File: config.mk
export PLATFORM = sky130hd
export DESIGN_NAME = alu
export DESIGN_NICKNAME = d
export VERILOG_FILES = /design/src/rtl/alu_pkg.sv /design/src/rtl/alu_shifter.sv /design/src/rtl/alu.sv
export SDC_FILE = /design/constraint.sdc
export NUM_CORES = 1
export LEC_CHECK = 0
export BUFFER_PORTS_ARGS = -buffer_cell sky130_fd_sc_hd__buf_2
export CORE_UTILIZATION = 40
export CTS_CLUSTER_SIZE = 14
export DETAILED_ROUTE_END_ITERATION = 12
export SLEW_MARGIN = 25
export SYNTH_ARGS = -nofsm -noshare
export SYNTH_HDL_FRONTEND = slang
export SYNTH_HIERARCHICAL = 1
export SYNTH_SLANG_ARGS = --single-unit
File: constraint.sdc
create_clock -name clk -period 6.3 [get_ports clk]
set_input_delay 0.63 -clock clk [delete_from_list [all_inputs] [get_ports clk]]
set_output_delay 0.63 -clock clk [all_outputs]
set_load 0.02 [all_outputs]
File: src/rtl/alu_pkg.sv
// alu_pkg: opcode and shift-mode constants shared by the ALU
// and by any decoder that generates alu_ctrl.
package alu_pkg;

  localparam int OP_W = 4;

  localparam logic [OP_W-1:0] OP_AND  = 4'b0000;
  localparam logic [OP_W-1:0] OP_OR   = 4'b0001;
  localparam logic [OP_W-1:0] OP_ADD  = 4'b0010;
  localparam logic [OP_W-1:0] OP_SUB  = 4'b0011;
  localparam logic [OP_W-1:0] OP_XOR  = 4'b0100;
  localparam logic [OP_W-1:0] OP_SLL  = 4'b0101;
  localparam logic [OP_W-1:0] OP_SRL  = 4'b0110;
  localparam logic [OP_W-1:0] OP_SRA  = 4'b0111;
  localparam logic [OP_W-1:0] OP_SLT  = 4'b1000;
  localparam logic [OP_W-1:0] OP_SLTU = 4'b1001;

  // Shift modes equal the low two bits of the shift opcodes.
  localparam logic [1:0] SH_SLL = 2'b01;
  localparam logic [1:0] SH_SRL = 2'b10;
  localparam logic [1:0] SH_SRA = 2'b11;

endpackage

File: src/rtl/alu_shifter.sv
// alu_shifter: combinational barrel shifter (SLL/SRL/SRA).
// Ports: data_in, amt (log2 WIDTH bits), mode -> data_out.
module alu_shifter
  import alu_pkg::*;
#(
  parameter int WIDTH = 8,
  parameter int SHW   = $clog2(WIDTH)
) (
  input  logic [WIDTH-1:0] data_in,
  input  logic [SHW-1:0]   amt,
  input  logic [1:0]       mode,
  output logic [WIDTH-1:0] data_out
);

  always_comb begin
    data_out = data_in;
    case (mode)
      SH_SLL:  data_out = data_in << amt;
      SH_SRL:  data_out = data_in >> amt;
      SH_SRA:  data_out = $signed(data_in) >>> amt;
      default: data_out = data_in;
    endcase
  end

endmodule

File: src/rtl/alu.sv
// alu: registered integer ALU, one-cycle latency.
// Ports: clk, rst (sync high), in1, in2, alu_ctrl -> alu_result, zero_flag.
module alu
  import alu_pkg::*;
#(
  parameter int WIDTH = 8
) (
  input  logic             clk,
  input  logic             rst,
  input  logic [WIDTH-1:0] in1,
  input  logic [WIDTH-1:0] in2,
  input  logic [OP_W-1:0]  alu_ctrl,
  output logic [WIDTH-1:0] alu_result,
  output logic             zero_flag
);

  localparam int SHW = $clog2(WIDTH);

  logic [WIDTH-1:0] sh_out;
  logic [WIDTH-1:0] result_d, result_q;
  logic             zero_d, zero_q;

  alu_shifter #(
    .WIDTH (WIDTH)
  ) u_shifter (
    .data_in  (in1),
    .amt      (in2[SHW-1:0]),
    .mode     (alu_ctrl[1:0]),
    .data_out (sh_out)
  );

  always_comb begin
    result_d = '0;
    case (alu_ctrl)
      OP_AND:  result_d = in1 & in2;
      OP_OR:   result_d = in1 | in2;
      OP_ADD:  result_d = in1 + in2;
      OP_SUB:  result_d = in1 - in2;
      OP_XOR:  result_d = in1 ^ in2;
      OP_SLL,
      OP_SRL,
      OP_SRA:  result_d = sh_out;
      OP_SLT:  result_d = {{(WIDTH-1){1'b0}},
                           $signed(in1) < $signed(in2)};
      OP_SLTU: result_d = {{(WIDTH-1){1'b0}}, in1 < in2};
      default: result_d = '0;
    endcase
    // Derived from the next result so flag and result never disagree.
    zero_d = (result_d == '0);
  end

  always_ff @(posedge clk) begin
    if (rst) begin
      result_q <= '0;
      zero_q   <= 1'b1;
    end else begin
      result_q <= result_d;
      zero_q   <= zero_d;
    end
  end

  assign alu_result = result_q;
  assign zero_flag  = zero_q;

endmodule

==> impl_metrics.tcl <==
set metrics [dict create \
    min_period_ns 3.16 \
    firstDrtPassIters 7 \
    rsz0062_at_grt "no" \
    clk_pin_slew_ns 0.04 \
    ys_seq_area_share_pct 8.06 \
    cp_slowest_cell "buf_2" \
    drc 0 \
    crit_required_ns 6.43 \
    syn-cell-area_mm2 0.00224 \
    setup_tns_ns 0 \
    hold-path-endpoint "alu_result[3]" \
    pre_cts_slack_ns 2.93 \
    grt_max_degree 44 \
    viasPerCell 6.13 \
    hold_viol_final 0 \
    grt_use_total_pct 21.9 \
    tritoncts "yes" \
    grt_overflow 0 \
    io_buffers 30 \
    cp.arrival_ns 3.29 \
    grt_pass1_wl_um 10600 \
    dpl.hpwl_um 4800 \
    vias 2380 \
    fmax_ghz 0.316 \
    layout.nets 368 \
    path_cells "buf_2 -> ha_1 -> inv_1 -> fa_1 -> nor2b_1 -> a211o_1 -> xnor2_1 -> a221oi_1 -> o211ai_1 -> o41ai_2" \
    synthArstFlopShare_pct 0 \
    grt_pass1_vias 2113 \
    hold_class "in2reg" \
    synth_top_cell_by_area "ha_1" \
    place_congestion 0.908 \
    n_fill_cell 553 \
    antenna_left 0 \
    drtIter0Drc 246 \
    timing.final.ws_setup_ns 3.14 \
    status "finished clean" \
    finalMaxSlewViolations 0 \
    p_leak_nw 1.10 \
    syn-instance-count 303 \
    start_util_pct 42.7 \
    syn_area_per_cell_um2 7.38 \
    peakVddDrop_v 0.000102 \
    slew_headroom_pct 52.6 \
    end_kind "flip-flop" \
    antenna_found_initial 0 \
    numCtsBuffers 3 \
    cts-resized-gates 0 \
    wirelength_um 6460 \
    synth-seq-cells 9 \
    rows 26 \
    clockBufferDepth 2 \
    cp_top_family "compound AO/OA/AOI/OAI gates" \
    cp.depth 10 \
    synth_cell_type_count 69 \
    postCtsSetupBuffers 0 \
    yosysTopAreaCellShare_pct 14.0 \
    h-tree-depth 1 \
    fin_crit_sh_pct 50.2 \
    syn2layout_area_growth_pct 7.72 \
    yosysWarnings 6 \
    fp.dieArea_mm2 0.00589 \
    synthTopCellsByArea "ha_1 (14%), dfxtp_1 (8.1%), mux2i_1 (7.2%), inv_1 (5.2%), nor2_1 (4.5%)" \
    finalSetupViolCount 0 \
    critPathBufInv 2 \
    synth_ff_type "dfxtp_1" \
    holdBufCountCts 0 \
    syn-num-nets 352 \
    holdPathStages 2 \
    wl_per_cell_um 16.6 \
    max_stage_delay_ns 0.45 \
    cts_root_buffer "clkbuf_8" \
    final_layout_size_suffix_gt1_share_pct 15.4 \
    antennaDiodeCount 0 \
    max_cap_viol_count 0 \
    hold_start "rst" \
    path_max_fanout 29 \
    power-per-cell-area_mw_per_mm2 124 \
    synth-edff-count 0 \
    num_io_pins 31 \
    dieWidth_um 76.8 \
    crit_type "in2reg" \
    worst_pin_slew_ns 0.711 \
    cts.sink_count 9 \
    die_h_um 76.8 \
    cp-start-kind "primary input" \
    core_area_mm2 0.00524 \
]
[layout make-up]
cell class                      count  area, um2  share of cell area (%)
Sequential cell                     9        180                    7.48
Timing Repair Buffer               30        150                    6.23
Tap cell                           70       87.6                    3.64
Clock buffer                        4       45.0                    1.87
Multi-Input combinational cell    243       1830                    75.8
Inverter                           32        120                    4.99
[per-layer routing]
| metal | global-route usage, % | vias up | wire length (um) |
|---|---|---|---|
| li1 | - | 1155 | - |
| met1 | 30.8 | 1097 | 3020 |
| met2 | 34.6 | 116 | 2900 |
| met3 | 2.74 | 12 | 435 |
| met4 | 6.54 | 0 | 102 |
| met5 | 0 | - | 0 |
[layout by cell type (no fill, tap or decap), drive strengths merged, types with 4 or more instances in the layout]
cell type   n
o41ai       5
nand2b      8
a21oi      12
o211ai      5
mux2i      16
nor2b       6
dfxtp       9
nor3b       4
buf        30
inv        31
a211oi      7
nand2      18
nor3        4
a31oi      13
nand3       5
clkbuf      4
ha         25
xnor2       4
nor2       27
o21ai      13
and2        4
[Yosys cell counts (3+ instances only)]
cell type,n
a221oi_1,3
nor2b_1,6
nand2_1,18
o21ai_0,12
o211ai_1,4
ha_1,25
nor3_1,4
nand2b_1,8
nor4_1,3
a21oi_1,12
xnor2_1,4
mux2i_1,16
a211oi_1,7
o21bai_1,3
inv_1,31
a21o_1,3
nor2_1,27
buf_2,6
nor3b_1,4
clkbuf_1,9
nand3_1,5
o31ai_1,3
a31oi_1,13
o41ai_1,4
dfxtp_1,9
and2_1,3
[sequential cells by signal, indices dropped and copies added, names as in the netlist]
signal / count
alu_result: 8
zero_flag: 1
[cells by family after synthesis]
logic type / after synthesis / synth area share, %
simple gates: 97 / 22.9
flops: 9 / 8.06
mux: 20 / 10.2
compound gates: 95 / 31.2
buf+inv: 51 / 10.3
xor+xnor: 4 / 1.57
fa+ha+maj: 27 / 15.8
[power breakdown]
group | total, W | internal [W] | switching (W)
Combinational | 0.000173 | 0.0000659 | 0.000107
Clock | 0.0000644 | 0.0000439 | 0.0000205
Sequential | 0.0000626 | 0.0000618 | 0.000000877
Total | 0.000300 | 0.000172 | 0.000128
[worst max-delay path by stage]
stage | from | to | slack [ns]
3_5_place_dp | in2[0] | zero_flag | 2.93
2_1_floorplan | in1[3] | zero_flag | 3.61
5_1_grt | in2[0] | zero_flag | 2.90
3_3_place_gp | in2[0] | zero_flag | 2.99
6_report | in2[0] | zero_flag | 3.14
4_1_cts | in2[0] | zero_flag | 3.15
[through the flow]
step	hold WS, ns	util, %	std cells	instance area, um2	power (W)
CTS	0.651	46.0	388	2410	0.000298
global placement	0.897	45.1	384	2360	0.000234
finish	0.659	46.0	388	2410	0.000300
global route	0.677	46.0	388	2410	0.000320
detailed placement	0.893	45.1	384	2360	0.000232
floorplan	0.702	-	303	2240	0.000188
No activity file was read; power rests on OpenSTA's default activity.
